<file path="src/rtl/sif_pkg.sv">
// Shared SIF types: write-address entry layout and drain FSM state encoding.
package sif_pkg;

    localparam int SIF_AW = 16;
    localparam int SIF_DW = 16;

    typedef struct packed {
        logic [SIF_AW-1:0] addr;
        logic [SIF_DW-1:0] data;
    } wa_entry_t;

    typedef enum logic {
        IDLE = 1'b0,
        REQ  = 1'b1
    } wa_drain_state_e;

endpackage

</file>
<file path="src/rtl/sif_wa_fifo.sv">
// WA entry FIFO with a registered head entry and a tail data-overwrite port.
// SIF_WA_COALESCE_EN additionally exposes the tail entry for address compare.
module sif_wa_fifo
    import sif_pkg::*;
#(
    parameter int DEPTH = 8
) (
    input  logic                         clk,
    input  logic                         rst_n,
    input  logic                         push,
    input  wa_entry_t                    push_entry,
    input  logic                         pop,
    input  logic                         ow_en,
    input  logic [SIF_DW-1:0]            ow_data,
    output wa_entry_t                    head,
`ifdef SIF_WA_COALESCE_EN
    output wa_entry_t                    tail,
`endif
    output logic [$clog2(DEPTH+1)-1:0]   level,
    output logic [$clog2(DEPTH+1)-1:0]   level_nxt,
    output logic                         full,
    output logic                         empty
);

    localparam int PW = $clog2(DEPTH);
    localparam int LW = $clog2(DEPTH+1);

    wa_entry_t       mem [DEPTH];
    logic [PW-1:0]   wr_ptr;
    logic [PW-1:0]   rd_ptr;
    logic [PW-1:0]   rd_ptr_nxt;
    logic [PW-1:0]   tail_idx;
    logic            do_push;
    wa_entry_t       head_nxt;

    assign full  = (level == LW'(DEPTH));
    assign empty = (level == '0);

`ifdef SIF_WA_COALESCE_EN
    assign tail = mem[tail_idx];
`endif

    always_comb begin
        do_push    = push && (!full || pop);
        rd_ptr_nxt = pop ? rd_ptr + PW'(1) : rd_ptr;
        tail_idx   = wr_ptr - PW'(1);

        level_nxt = level;
        if (do_push && !pop)
            level_nxt = level + LW'(1);
        else if (!do_push && pop)
            level_nxt = level - LW'(1);

        // The head register must see a same-cycle write landing on the next head slot.
        head_nxt = mem[rd_ptr_nxt];
        if (do_push && (wr_ptr == rd_ptr_nxt))
            head_nxt = push_entry;
        else if (ow_en && (tail_idx == rd_ptr_nxt))
            head_nxt = '{addr: mem[tail_idx].addr, data: ow_data};
    end

    always_ff @(posedge clk) begin
        if (do_push)
            mem[wr_ptr] <= push_entry;
        else if (ow_en)
            mem[tail_idx].data <= ow_data;
    end

    always_ff @(posedge clk) begin
        if (!rst_n) begin
            wr_ptr <= '0;
            rd_ptr <= '0;
            level  <= '0;
            head   <= '0;
        end else begin
            if (do_push)
                wr_ptr <= wr_ptr + PW'(1);
            rd_ptr <= rd_ptr_nxt;
            level  <= level_nxt;
            if (level_nxt != '0)
                head <= head_nxt;
        end
    end

endmodule

</file>
<file path="src/rtl/sif_wa_sink.sv">
// SIF write-address sink: buffers WA writes and drains them over a req/gnt port.
// Define SIF_WA_COALESCE_EN to merge repeated writes to the tail address.
module sif_wa_sink
    import sif_pkg::*;
#(
    parameter int DEPTH = 8,
    parameter int AW    = 16,
    parameter int DW    = 16
) (
    input  logic                         clk,
    input  logic                         rst_n,
    input  logic                         wa_wr_s,
    input  logic [AW-1:0]                wa_addr,
    input  logic [DW-1:0]                wa_data_wr,
    output logic                         mem_req,
    input  logic                         mem_gnt,
    output logic [AW-1:0]                mem_addr,
    output logic [DW-1:0]                mem_wdata,
    output logic [$clog2(DEPTH+1)-1:0]   fifo_level,
    output logic                         fifo_full,
    output logic                         fifo_empty,
    output logic [7:0]                   ovf_cnt,
    input  logic                         ovf_clr
);

    localparam int LW = $clog2(DEPTH+1);

    wa_drain_state_e  state;
    wa_drain_state_e  state_nxt;
    wa_entry_t        wr_entry;
    wa_entry_t        head;
    logic [LW-1:0]    level_nxt;
    logic             pop;
    logic             push;
    logic             merge;
    logic             drop;

    assign wr_entry  = '{addr: SIF_AW'(wa_addr), data: SIF_DW'(wa_data_wr)};
    assign pop       = (state == REQ) && mem_gnt;
    assign mem_req   = (state == REQ);
    assign mem_addr  = AW'(head.addr);
    assign mem_wdata = DW'(head.data);

`ifdef SIF_WA_COALESCE_EN
    wa_entry_t tail;
    // The tail may only be rewritten if it is not leaving as the head this cycle.
    assign merge = wa_wr_s && !fifo_empty && (wr_entry.addr == tail.addr) &&
                   ((fifo_level >= LW'(2)) || ((fifo_level == LW'(1)) && !pop));
`else
    assign merge = 1'b0;
`endif

    assign push = wa_wr_s && !merge;
    assign drop = push && fifo_full && !pop;

    sif_wa_fifo #(
        .DEPTH (DEPTH)
    ) u_fifo (
        .clk        (clk),
        .rst_n      (rst_n),
        .push       (push),
        .push_entry (wr_entry),
        .pop        (pop),
        .ow_en      (merge),
        .ow_data    (wr_entry.data),
        .head       (head),
`ifdef SIF_WA_COALESCE_EN
        .tail       (tail),
`endif
        .level      (fifo_level),
        .level_nxt  (level_nxt),
        .full       (fifo_full),
        .empty      (fifo_empty)
    );

    always_comb begin
        state_nxt = state;
        case (state)
            IDLE: if (!fifo_empty) state_nxt = REQ;
            REQ:  if (pop && (level_nxt == '0)) state_nxt = IDLE;
            default: state_nxt = IDLE;
        endcase
    end

    always_ff @(posedge clk) begin
        if (!rst_n)
            state <= IDLE;
        else
            state <= state_nxt;
    end

    always_ff @(posedge clk) begin
        if (!rst_n)
            ovf_cnt <= '0;
        else if (ovf_clr)
            ovf_cnt <= '0;
        else if (drop && (ovf_cnt != 8'hFF))
            ovf_cnt <= ovf_cnt + 8'd1;
    end

endmodule

</file>
<file path="config.mk">
export PLATFORM = sky130hd
export DESIGN_NAME = sif_wa_sink
export DESIGN_NICKNAME = d
export VERILOG_FILES = /design/src/rtl/sif_pkg.sv /design/src/rtl/sif_wa_fifo.sv /design/src/rtl/sif_wa_sink.sv
export SDC_FILE = /design/constraint.sdc
export NUM_CORES = 1
export LEC_CHECK = 0
export CAP_MARGIN = 0
export CORE_MARGIN = 8
export CORE_UTILIZATION = 35
export CTS_CLUSTER_SIZE = 30
export DETAILED_ROUTE_END_ITERATION = 6
export PLACE_DENSITY = 0.47
export SLEW_MARGIN = 20
export SYNTH_ARGS = -nofsm -noshare
export SYNTH_HDL_FRONTEND = slang
export SYNTH_HIERARCHICAL = 1
export SYNTH_SLANG_ARGS = --single-unit
</file>
<file path="constraint.sdc">
create_clock -name clk -period 6.28 [get_ports clk]
set_clock_uncertainty 0.15 [all_clocks]
set_input_delay 0.628 -clock clk [delete_from_list [all_inputs] [get_ports clk]]
set_output_delay 0.628 -clock clk [all_outputs]
set_load 0.005 [all_outputs]
</file>
# After elaboration in Yosys (flattened, before gate mapping)
# Memories as Yosys holds them, arrays and structs flattened. A register that Yosys moved wholly into a read port is not among the register bits.
# Cells that the tools add are included.
[totals]
register_bits = 19
ram_bits = 256
out_inout_bits = 47
elab_cells = 40
memories = 1
[memory_table]
columns = ["memory", "words", "width", "rd", "rd_ports_with_merged_regs", "wr", "line_no", "rtl"]
rows = [
  ["u_fifo.mem", 8, 32, 1, 1, 1, "sif_wa_fifo.sv:28", "wa_entry_t mem [DEPTH];"],
]
[op_classes]
addsub = 5
eq_ne = 2
n_mux = 8
n_bitwise = 2
reduce_logical = 17
[op_table]
columns = ["operator", "n"]
rows = [
  ["$add 8x1->8 const B", 1],
  ["$logic_and 1x1->1", 8],
  ["$logic_not 4->1", 2],
  ["$mux 4", 2],
  ["$ne 8x8->1 const B", 1],
  ["$add 3x1->3 const B", 2],
  ["$add 4x1->4 const B", 1],
  ["$eq 4x4->1 const B", 1],
  ["$logic_not 1->1", 4],
  ["$mux 1", 4],
  ["$reduce_bool 4->1", 1],
  ["$sub 4x1->4 const B", 1],
  ["$mux 3", 1],
  ["$not 1->1", 2],
  ["$pmux 1 s2", 1],
  ["$reduce_or 2->1", 1],
  ["$logic_or 1x1->1", 1],
]

# Depth between registers and ports, before layout
# Gate-level depths: netlist (run 1).
[logic_depth]
ltp_word = 12
ltp_mapped = 12
depth_no_buf = 8

# Modules after synthesis
# Netlist (run 1), hierarchy kept.
[modules_own_cells]
columns = ["module", "n_inst", "cells_each", "area_each_um2", "seq_area_each_um2"]
rows = [
  ["sif_wa_fifo", 1, 1164, 14576.5, 8528.2],
  ["sif_wa_sink", 1, 57, 508.0, 180.2],
]

# Worst setup path before layout (run 1)
# No wires, ideal clock.
[synth_path]
path_kind = "input -> register"
start = "input mem_gnt"
end = "memory u_fifo/mem[0][0] (netlist name), enable pin"
setup_ns = 0.388
t_arrival_ns = 2.349
required_time_ns = 5.742
slack_ns = 3.392
cell_stages = 7
path_buffers = 0
path_cell_list = "nand2_2 inv_1 and4bb_1 nor2_2 nand2_1 a21boi_0 nor2_1"
[synth_via]
elab_chain_len = 5
[synth_lines]
columns = ["item", "line_no", "rtl"]
rows = [
  ["from (decl)", "sif_wa_sink.sv:16", "input logic mem_gnt,"],
  ["$logic_and 1x1->1", "sif_wa_sink.sv:39", "assign pop = (state == REQ) && mem_gnt;"],
  ["net pop", "sif_wa_sink.sv:33", "logic pop;"],
  ["$logic_or 1x1->1", "sif_wa_fifo.sv:44", "do_push = push && (!full || pop);"],
  ["$logic_and 1x1->1", "sif_wa_fifo.sv:44", ""],
  ["$mux 1", "sif_wa_fifo.sv:63", "if (do_push)"],
  ["$mux 1 (not written as such)", "sif_wa_fifo.sv:64", "mem[wr_ptr] <= push_entry;"],
  ["to (decl)", "sif_wa_fifo.sv:28", ""],
]
# The timed path passes the listed nets, and every way through them passes these cells.

# Final worst setup path (run 1)
[layout_path]
start = "input mem_gnt"
end = "memory u_fifo/mem[6][15] (netlist name), enable pin"
# The elaborated chain is that of the path after synthesis.

==> results of run 1 <==
==> area by class of cell <==
class,instances,share of cell area [%]
timing repair buffer,106,5.72
antenna,2,0.0283
sequential,307,49.3
clock buffer,47,6.04
clock inverter,20,0.814
multi-input combinational,812,34.0
tap,546,3.86
inverter,10,0.212
==> sequential cells by signal, summed over array words and instances (netlist names) <==
name and flops:
u_fifo/mem 256, u_fifo/wr_ptr 3, u_fifo/level 4, u_fifo/rd_ptr 3, u_fifo/head 32, mem_req 1
ovf_cnt 8
==> metal layers <==
| metal | up-vias | routed length (µm) | global-route usage [%] | part of all wire [%] |
|---|---|---|---|---|
| met5 | - | 0 | 0 | 0 |
| met4 | 0 | 635 | 4.04 | 1.5 |
| met3 | 46 | 1900 | 3.26 | 4.6 |
| met2 | 197 | 18500 | 25.2 | 45 |
| met1 | 5200 | 20000 | 22.8 | 49 |
| li1 | 4854 | - | - | - |
==> where the power goes <==
part	internal (W)	total (W)	switching, W	leakage (nW)
registers	0.00240	0.00252	0.000115	2.77
clock network	0.00128	0.00211	0.000829	0.594
logic	0.000656	0.00156	0.000903	2.21
==> worst max-delay path, cell delays in order <==
cell,delay [ns]
clkdlybuf4s50_1,0.49
nand2_2,0.11
inv_1,0.60
and4bb_1,0.30
nor2_2,0.34
nand2_1,0.28
a21boi_0,0.31
nor2_2,0.88
==> how the worst min path moves through the flow <==
stage | start | endpoint | slack [ns] | cells after the start
final | u_fifo/head[29] | u_fifo/head[29] | 0.31 | 2
after global routing | u_fifo/head[29] | u_fifo/head[29] | 0.33 | 2
after CTS | u_fifo/head[29] | u_fifo/head[29] | 0.31 | 2
after detailed placement | u_fifo/head[29] | u_fifo/head[29] | 0.30 | 2
after global placement | u_fifo/head[29] | u_fifo/head[29] | 0.30 | 2
after floorplan | u_fifo/head[21] | u_fifo/head[21] | 0.30 | 2
==> metrics by stage <==
stage | area (µm²) | setup slack (ns)
finish | 17700 | 2.34
global route | 17700 | 2.14
CTS | 17700 | 2.37
detailed placement | 16500 | 1.81
global placement | 16500 | 1.87
floorplan | 15100 | 3.39
==> cells in the final DEF, fill, tap and decap left out, types with 18 or more instances in the layout <==
| cell | Yosys | final |
|---|---|---|
| o21ai_0 | 23 | 23 |
| nand3_1 | 35 | 35 |
| nor3_1 | 83 | 83 |
| clkdlybuf4s50_1 | 0 | 82 |
| and2_1 | 25 | 25 |
| o22ai_1 | 126 | 126 |
| mux2i_1 | 257 | 257 |
| buf_4 | 1 | 22 |
| o211ai_1 | 18 | 18 |
| clkbuf_16 | 0 | 41 |
| a21oi_1 | 22 | 22 |
| dfxtp_1 | 51 | 50 |
| edfxtp_1 | 256 | 256 |
| nand2_1 | 76 | 75 |
==> cell usage after synthesis, types with 18 or more instances <==
cell,number,area (µm²)
a21oi_1,22,110
and2_1,25,156
buf_2,18,90.1
clkbuf_1,64,240
dfxtp_1,51,1020
edfxtp_1,256,7690
mux2i_1,257,2570
nand2_1,76,285
nand3_1,35,175
nor2_1,26,97.6
nor3_1,83,415
o211ai_1,18,135
o21ai_0,23,115
o22ai_1,126,788
==> logic make-up after synthesis <==
kind of cell,after synthesis,synth area share (%)
xor gates and xnor gates,12,0.879
AOI/OAI and AO/OA,245,11.0
buffers and inverters,105,2.87
DFF,307,57.7
and+or+nand+nor,285,9.69
other,1,0.0249
muxes,260,17.4
adders and majority gates,6,0.498
==> results.py, run 1 <==
metrics = {
    "run_status": {
        "run_status": "finished with violations",
        "failed_checks": "max-slew violations",
    },
    "global_route": {
        "globalRoute.totalOverflow": 0,
        "grt_first_pass_wirelength_mm": 62.1,
        "first_global_vias": 10000,
        "number_of_antenna_violations_at_the_first_check_in_global_routing": 0,
        "pin_count_of_the_biggest_net_entering_global_routing": 129,
        "grt_use_total_pct": 16.1,
    },
    "floorplanning": {
        "die_area_um2": 50000,
        "fp.dieH_um": 224,
        "core.rowCount": 76,
        "core_area_um2": 42800,
        "start_util_pct": 35.3,
        "die_w_um": 224,
        "floorplan.io_pins": 84,
    },
    "worst_setup_path": {
        "setup.worst_path.end": "u_fifo/mem[6][15]",
        "timing.critical_path.required_ns": 6.30,
        "rrSetupSlack_ns": 2.54,
        "r2r-start": "mem_req",
        "path_max_fanout": 24,
        "timing.critical_path.to_type": "flop",
        "critPathLaunch": "mem_gnt",
        "worstSetupPathType": "in -> reg",
        "worst_r2r_endpoint": "u_fifo/mem[6][15]",
        "worstRegToRegCells": 7,
        "cp-start-kind": "primary input",
        "crit_arrival_ns": 3.96,
    },
    "placed_design": {
        "hpwlAfterDp_mm": 24.7,
        "finalWeightedCongestion": 0.765,
        "number_of_cells_after_detailed_placement": 1781,
        "port_buffers": 83,
    },
    "clock_network": {
        "holdBufCountCts": 0,
        "cts-htree-levels": 2,
        "root_buffer": "clkbuf_16",
        "cts-buffers-inserted": 38,
        "cts_num_sinks": 307,
        "postCtsResizedCells": 0,
        "postCtsSetupBuffers": 0,
        "tritoncts": "done",
        "cts.reportedPaths.clkPinSlew_ns": 0.05,
        "ctsLongestPathBuffers": 3,
        "clock_insertion_delay_worst_skew_ns": 0.55,
    },
    "yosys": {
        "netlist-cell-type-count": 65,
        "yosysWarnings": 6,
        "syn-instance-count": 1221,
        "synth-edff-count": 256,
        "register_bit_count_reported_by_yosys": 307,
        "mean_post_synth_cell_area_um2": 12.4,
        "netlist_area_um2": 15100,
        "asyncSetResetFlopFracSynth_pct": 0,
        "dominantRegCellSynth": "edfxtp_1",
        "synth-seq-area-share_pct": 57.7,
    },
    "flow_run": {
        "maxCapViolations": 0,
    },
    "timing": {
        "fmax_mhz": 254,
        "hold_violations": 0,
        "final_slew_violations": 90,
        "worst_hold_slack_ns": 0.308,
        "final_critical_path_time_including_i_o_delays_and_setup_ns": 3.94,
        "relSlewSlack_pct": -122,
        "setup_total_negative_slack_ns": 0,
        "max_slew.worst_pin.slew_ns": 3.30,
        "setup_violations": 0,
        "period_share_pct": 62.8,
        "rsz0062_at_grt": "false",
    },
    "pwr": {
        "final_total_pwr_w": 0.00619,
        "power_leakage_nw": 5.57,
        "power_density_nw_per_um2": 350,
        "power.ir.vdd_worst_v": 0.000180,
    },
    "route": {
        "route.detailed.vias_per_inst": 5.57,
        "detailroute.via_count": 10300,
        "final_antenna_net_count": 0,
        "detailedRoute.firstIterationViolations": 571,
        "finalWirelength_mm": 41.0,
        "routedWlPerCell_um": 22.2,
        "drcViolationCount": 0,
        "first_pass_iters": 4,
    },
    "final_layout": {
        "post_layout_utilization_of_the_core_pct": 41.3,
        "nNetsFinal": 1318,
        "synthToLayoutAreaGrowth_pct": 17.2,
        "final-seq-area_um2": 8710,
        "drive_gt1_share_pct": 9.75,
        "layoutNonFillerInstCount": 1850,
        "multiInputGateArea_um2": 6020,
        "fillCellCount": 4007,
    },
    "min_path": {
        "worst_hold_path_type": "reg -> reg",
    },
}
No activity file was read; power rests on OpenSTA's default activity.
==> run 2: changes to the inputs <==
==> constraint.sdc (replaced) <==
create_clock -name clk -period 3.65 [get_ports clk]
set_clock_uncertainty 0.15 [all_clocks]
set_input_delay 0.365 -clock clk [delete_from_list [all_inputs] [get_ports clk]]
set_output_delay 0.365 -clock clk [all_outputs]
set_load 0.005 [all_outputs]
==> run 2 against run 1 <==
Compared with the run above:
- the run still ends with max-slew violations left
- non-clock buffer count increased by 22
- global-route usage decreased by 0.15 points
- clock power increased by 60%
- worst setup slack got worse by 1.7 ns
- clock-buffer cell count increased by 10
- critical path type is now reg -> reg
- largest cell class unchanged
==> results.py, run 2 (same netlist as run 1, synthesis figures left out) <==
metrics = {
    "timing": {
        "final_critical_path_time_including_i_o_delays_and_setup_ns": 2.97,
        "relSlewSlack_pct": -164,
        "rsz0062_at_grt": "false",
        "setup_total_negative_slack_ns": 0,
        "period_share_pct": 81.3,
        "max_slew.worst_pin.slew_ns": 3.93,
        "setup_violations": 0,
        "final_critical_path_setup_slack_ns": 0.682,
        "final_slew_violations": 89,
        "hold_violations": 0,
        "fmax_mhz": 337,
    },
    "floorplanning": {
        "fp.dieH_um": 224,
        "die_area_um2": 50000,
        "core.rowCount": 76,
        "start_util_pct": 35.3,
        "die_w_um": 224,
        "floorplan.io_pins": 84,
        "core_area_um2": 42800,
    },
    "clock_network": {
        "holdBufCountCts": 0,
        "cts.reportedPaths.clkPinSlew_ns": 0.05,
        "postCtsSetupBuffers": 0,
        "tritoncts": "done",
        "root_buffer": "clkbuf_16",
        "cts_num_sinks": 307,
        "postCtsResizedCells": 0,
        "clock_insertion_delay_worst_skew_ns": 0.52,
        "cts-buffers-inserted": 37,
        "ctsLongestPathBuffers": 3,
        "cts-htree-levels": 2,
    },
    "worst_setup_path": {
        "worstRegToRegCells": 7,
        "setup.worst_path.end": "u_fifo/mem[3][7]",
        "worstSetupPathType": "reg -> reg",
        "timing.critical_path.required_ns": 3.63,
        "cp_slowest_stage_delay_ns": 0.87,
        "path_max_fanout": 16,
        "crit_arrival_ns": 2.95,
        "timing.critical_path.to_type": "flop",
        "slowest_stage_cell_cp": "nor2_2",
        "worst_r2r_endpoint": "u_fifo/mem[3][7]",
        "cp_cell_sequence": "inv_1 > ha_1 > and4bb_1 > nor2_2 > nand2_1 > a21boi_0 > nor2_2",
        "critPathLaunch": "u_fifo/level[0]",
        "cell_with_the_most_instances_on_the_worst_path": "nor2_2",
        "cp-start-kind": "flop",
        "r2r-start": "u_fifo/level[0]",
        "rrSetupSlack_ns": 0.68,
    },
    "final_layout": {
        "drive_gt1_share_pct": 10.8,
        "final_common_cell": "mux2i_1",
        "synthToLayoutAreaGrowth_pct": 18.1,
        "post_layout_utilization_of_the_core_pct": 41.6,
        "largest_register_ffs": 256,
        "reg.largest.list": "u_fifo/mem (256), u_fifo/head (32), ovf_cnt (8)",
        "most-common-layout-cells": "257 x mux2i_1, 256 x edfxtp_1, 126 x o22ai_1, 83 x nor3_1, 82 x clkdlybuf4s50_1",
        "number_of_antenna_repair_diodes": 0,
        "fillCellCount": 4024,
        "nNetsFinal": 1339,
        "largest-register": "u_fifo/mem",
    },
    "global_route": {
        "number_of_antenna_violations_at_the_first_check_in_global_routing": 0,
        "grt_use_total_pct": 16.0,
        "pin_count_of_the_biggest_net_entering_global_routing": 137,
        "grt_first_pass_wirelength_mm": 61.7,
        "globalRoute.totalOverflow": 0,
        "first_global_vias": 10100,
    },
    "route": {
        "detailedRoute.firstIterationViolations": 652,
        "final_antenna_net_count": 0,
        "detailroute.via_count": 10400,
        "drcViolationCount": 0,
        "route.detailed.vias_per_inst": 5.54,
        "first_pass_iters": 5,
        "finalWirelength_mm": 40.9,
        "routedWlPerCell_um": 21.9,
    },
    "run_status": {
        "run_status": "finished with violations",
        "failed_checks": "max-slew violations",
    },
    "placed_design": {
        "hpwlAfterDp_mm": 24.1,
        "finalWeightedCongestion": 0.766,
        "pre_cts_worst_setup_slack_ns": 0.272,
        "port_buffers": 83,
    },
    "pwr": {
        "power_leakage_nw": 5.66,
        "power_density_nw_per_um2": 586,
        "power.ir.vdd_worst_v": 0.000517,
    },
    "min_path": {
        "min_from": "rst_n",
        "worst_hold_path_type": "in -> reg",
    },
    "flow_run": {
        "maxCapViolations": 0,
    },
}
-- run 2: cell types whose count changed in the layout (fill, tap and decap cells not counted) --
cell / change
clkbuf_16: -2
clkinv_1: -6
clkbuf_1: +13
buf_4: +15
diode_2: -2
buf_12: +7
bufinv_16: -2
inv_6: +1
or2_4: -1
clkinvlp_4: -2
or2_2: +1
clkbuf_8: -1
-- run 2: worst min-delay path by stage --
stage	to	cells after the start
2_1_floorplan	u_fifo/head[21]	2
3_3_place_gp	u_fifo/head[27]	2
3_5_place_dp	u_fifo/head[23]	2
4_1_cts	u_fifo/head[31]	2
5_1_grt	u_fifo/head[28]	2
6_report	u_fifo/head[30]	2
-- run 2: routing by layer --
metal,up-vias,track usage (%),share of wire [%]
met5,-,0,0
met2,213,26.6,47
met1,5206,21.7,47
met4,0,3.76,1.5
met3,45,2.50,4.5
li1,4902,-,-
-- run 2: through the flow --
step	total power [W]	instance area, µm²	hold WS (ns)	std cells
finish	0.0104	17800	0.277	1871
floorplan	0.00607	15100	0.301	1224
global route	0.0110	17800	0.294	1871
CTS	0.0106	17800	0.274	1871
global placement	0.00710	16700	0.295	1803
detailed placement	0.00714	16700	0.299	1803
-- run 2: critical path, delay by kind of cell, from the launching register on --
family / cells / cell delay, ns
fa+ha+maj: 1 / 0.26
flops: 1 / 0.42
compound gates: 1 / 0.25
buf+inv: 1 / 0.11
simple gates: 4 / 1.40
-- run 2: area by class of cell --
cell class | instances | area [µm²] | area share [%]
timing repair buffer | 128 | 1260 | 7.09
clock buffer | 57 | 1050 | 5.91
multi-input combinational | 812 | 6010 | 33.7
inverter | 10 | 37.5 | 0.211
sequential | 307 | 8710 | 48.9
tap | 546 | 683 | 3.83
clock inverter | 11 | 55.1 | 0.309
-- run 2: power by group --
part | switching [W] | internal, W
Combinational | 0.00155 | 0.00121
Sequential | 0.000169 | 0.00413
Clock | 0.00139 | 0.00199
Total | 0.00311 | 0.00733
==> run 3: changes to the inputs <==
--- a/config.mk
+++ b/config.mk
@@ -10,7 +10,7 @@
 export CORE_UTILIZATION = 35
 export CTS_CLUSTER_SIZE = 30
 export DETAILED_ROUTE_END_ITERATION = 6
-export PLACE_DENSITY = 0.47
+export PLACE_DENSITY = 0.49
 export SLEW_MARGIN = 20
 export SYNTH_ARGS = -nofsm -noshare
 export SYNTH_HDL_FRONTEND = slang
==> constraint.sdc (replaced) <==
create_clock -name clk -period 2.4 [get_ports clk]
set_clock_uncertainty 0.15 [all_clocks]
set_input_delay 0.24 -clock clk [delete_from_list [all_inputs] [get_ports clk]]
set_output_delay 0.24 -clock clk [all_outputs]
set_load 0.005 [all_outputs]
==> run 3 against run 2 <==
Compared with the run above:
- the flow still finishes with violations (max-slew violations)
- critical path depth increased by 4
- utilization up 2.6 points
- sequential share of layout area shrank 2.8 points
- sequential power rose by 52%
- first-iteration DRC count decreased by 15%
- largest cell class unchanged
- clock-buffer cell count is 11 lower
- non-clock buffer count is 77 higher
- sequential cell count did not move
- via count is 3.5% higher
- largest power group unchanged
- combinational power increased by 75%
- power up 59%
==> results.py, run 3 (same netlist as run 1, synthesis figures left out) <==
metrics = {
    "worst_setup_path": {
        "rrSetupSlack_ns": 0.07,
        "timing.critical_path.required_ns": 2.71,
        "cp_cell_sequence": "nand2_4 > inv_6 > buf_12 > mux2i_4 > xnor2_2 > nand4_1 > buf_4 > clkbuf_16 > o21ai_0 > o211ai_1 > a21boi_1",
        "setup.worst_path.end": "u_fifo/head[24]",
        "worstSetupPathDepth": 11,
        "crit_arrival_ns": 2.64,
        "cp_top_family": "buffers and inverters",
        "worstSetupPathType": "reg -> reg",
        "cp-start-kind": "flop",
        "cp_slowest_stage_delay_ns": 0.37,
        "worstRegToRegCells": 11,
        "slowest_stage_cell_cp": "dfxtp_4",
        "worst_r2r_endpoint": "u_fifo/head[24]",
        "r2r-start": "mem_req",
        "path_max_fanout": 15,
        "critPathLaunch": "mem_req",
        "timing.critical_path.to_type": "flop",
        "worst-path-buf-inv": 4,
    },
    "final_layout": {
        "post_layout_utilization_of_the_core_pct": 44.2,
        "largest-register": "u_fifo/mem",
        "synthToLayoutAreaGrowth_pct": 25.4,
        "most-common-layout-cells": "256 x mux2i_1, 256 x edfxtp_1, 126 x o22ai_1, 83 x buf_4, 82 x nor3_1",
        "drive_gt1_share_pct": 17.3,
        "reg.largest.list": "u_fifo/mem (256), u_fifo/head (32), ovf_cnt (8)",
        "multiInputGateArea_um2": 6110,
        "nNetsFinal": 1416,
        "fillCellCount": 3946,
        "final-seq-area_um2": 8720,
        "largest_register_ffs": 256,
    },
    "route": {
        "routedWlPerCell_um": 21.7,
        "first_pass_iters": 5,
        "route.detailed.vias_per_inst": 5.51,
        "detailroute.via_count": 10700,
        "final_antenna_net_count": 0,
        "detailedRoute.firstIterationViolations": 557,
        "finalWirelength_mm": 42.2,
        "drcViolationCount": 0,
    },
    "global_route": {
        "grt_first_pass_wirelength_mm": 64.0,
        "top_usage_layer": "met2",
        "first_global_vias": 10800,
        "grt_use_total_pct": 16.5,
        "pin_count_of_the_biggest_net_entering_global_routing": 67,
        "gr-usage-met3_pct": 2.85,
        "global_route.usage.met2_pct": 27.5,
        "globalRoute.totalOverflow": 0,
        "number_of_antenna_violations_at_the_first_check_in_global_routing": 0,
        "grt.met1_usage_pct": 21.5,
    },
    "clock_network": {
        "cts-buffers-inserted": 37,
        "ctsLongestPathBuffers": 3,
        "holdBufCountCts": 0,
        "cts-htree-levels": 2,
        "clock_insertion_delay_worst_skew_ns": 0.54,
        "root_buffer": "clkbuf_16",
        "cts.reportedPaths.clkPinSlew_ns": 0.06,
        "cts_num_sinks": 307,
        "tritoncts": "done",
    },
    "placed_design": {
        "finalWeightedCongestion": 0.760,
        "hpwlAfterDp_mm": 25.9,
        "port_buffers": 83,
    },
    "pwr": {
        "seqPwrFrac_pct": 39.4,
        "power_internal_w": 0.0117,
        "power.share.clock_pct": 31.5,
        "switching_share_pct": 29.8,
        "comb_power_share_pct": 29.1,
        "power_leakage_nw": 6.23,
        "switchingPower_w": 0.00495,
        "power_density_nw_per_um2": 879,
        "power.ir.vdd_worst_v": 0.000506,
    },
    "timing": {
        "relSlewSlack_pct": -156,
        "period_share_pct": 97.1,
        "setup_violations": 0,
        "rsz0062_at_grt": "true",
        "setup_total_negative_slack_ns": 0,
        "final_critical_path_time_including_i_o_delays_and_setup_ns": 2.33,
        "worst_hold_slack_ns": 0.0957,
        "max_slew.worst_pin.slew_ns": 3.82,
        "hold_violations": 0,
        "fmax_mhz": 429,
        "final_slew_violations": 90,
    },
    "floorplanning": {
        "die_area_um2": 50000,
        "start_util_pct": 35.3,
        "die_w_um": 224,
        "core.rowCount": 76,
        "floorplan.io_pins": 84,
        "fp.dieH_um": 224,
        "core_area_um2": 42800,
    },
    "flow_run": {
        "maxCapViolations": 0,
    },
    "run_status": {
        "failed_checks": "max-slew violations",
        "run_status": "finished with violations",
    },
    "min_path": {
        "worst_hold_path_type": "in -> reg",
    },
}
-- run 3: cell count changes in the layout (fill, tap and decap cells not counted), sizes merged --
cell / previous run / this run
bufinv: 0 / 1
clkinv: 10 / 15
buf: 46 / 120
inv: 11 / 12
clkinvlp: 0 / 1
diode: 0 / 1
clkbuf: 57 / 49
clkdlybuf4s50: 82 / 81
dlymetal6s2s: 0 / 1
-- run 3: final cells by class --
cell class / instances / area share [%]
Clock inverter: 19 / 0.648
Timing Repair Buffer: 205 / 11.8
Multi-Input combinational cell: 812 / 32.3
Antenna cell: 1 / 0.0132
Tap cell: 546 / 3.61
Inverter: 10 / 0.225
Sequential cell: 307 / 46.1
Clock buffer: 46 / 5.30
-- run 3: layer usage --
metal	up-vias	share of wire, %
li1	5060	-
met3	62	5.6
met1	5349	44
met5	-	0
met2	258	48
met4	0	2.3
-- run 3: per-stage QoR --
step / total power, W / cells / setup WS (ns) / cell area (µm²)
after floorplan: 0.00925 / 1224 / -0.123 / 15100
after global placement: 0.0112 / 1867 / -0.339 / 17500
after detailed placement: 0.0112 / 1867 / -0.383 / 17500
after CTS: 0.0166 / 1938 / 0.000911 / 18700
after global routing: 0.0174 / 1945 / -0.0639 / 18900
final: 0.0166 / 1946 / 0.0697 / 18900
-- run 3: how the worst min path moves through the flow --
stage / endpoint / slack (ns) / from / cells after the start
2_1_floorplan: mem_req / 0.18 / mem_gnt / 1
3_3_place_gp: u_fifo/head[29] / 0.30 / u_fifo/head[29] / 2
3_5_place_dp: u_fifo/head[29] / 0.30 / u_fifo/head[29] / 2
4_1_cts: u_fifo/head[31] / 0.06 / rst_n / 2
5_1_grt: u_fifo/head[27] / 0.09 / rst_n / 2
6_report: u_fifo/head[20] / 0.1 / rst_n / 2
-- run 3: power by group through the flow --
stage | logic, W | registers, W | clock network, W
after floorplan | 0.00265 | 0.00661 | 0
after global placement | 0.00453 | 0.00665 | 0
after detailed placement | 0.00458 | 0.00665 | 0
after CTS | 0.00463 | 0.00655 | 0.00541
after global routing | 0.00525 | 0.00660 | 0.00559
final | 0.00484 | 0.00655 | 0.00524
-- run 3: worst reg2reg max path: stages, from the launching register on --
cell       delay [ns]
dfxtp_4          0.37
nand2_4          0.07
inv_6            0.09
buf_12           0.15
mux2i_4          0.26
xnor2_2          0.14
nand4_1          0.25
buf_4            0.25
clkbuf_16        0.18
o21ai_0          0.09
o211ai_1         0.12
a21boi_1         0.15
-- run 3: timing repair --
| action | 4_1_cts | 5_1_grt |
|---|---|---|
| setup buffers | 6 | 4 |
| cloned | 0 | 3 |
| resized for setup | 5 | 29 |
| pin swaps | 1 | 5 |
| setup endpoints to repair | 30 | 46 |
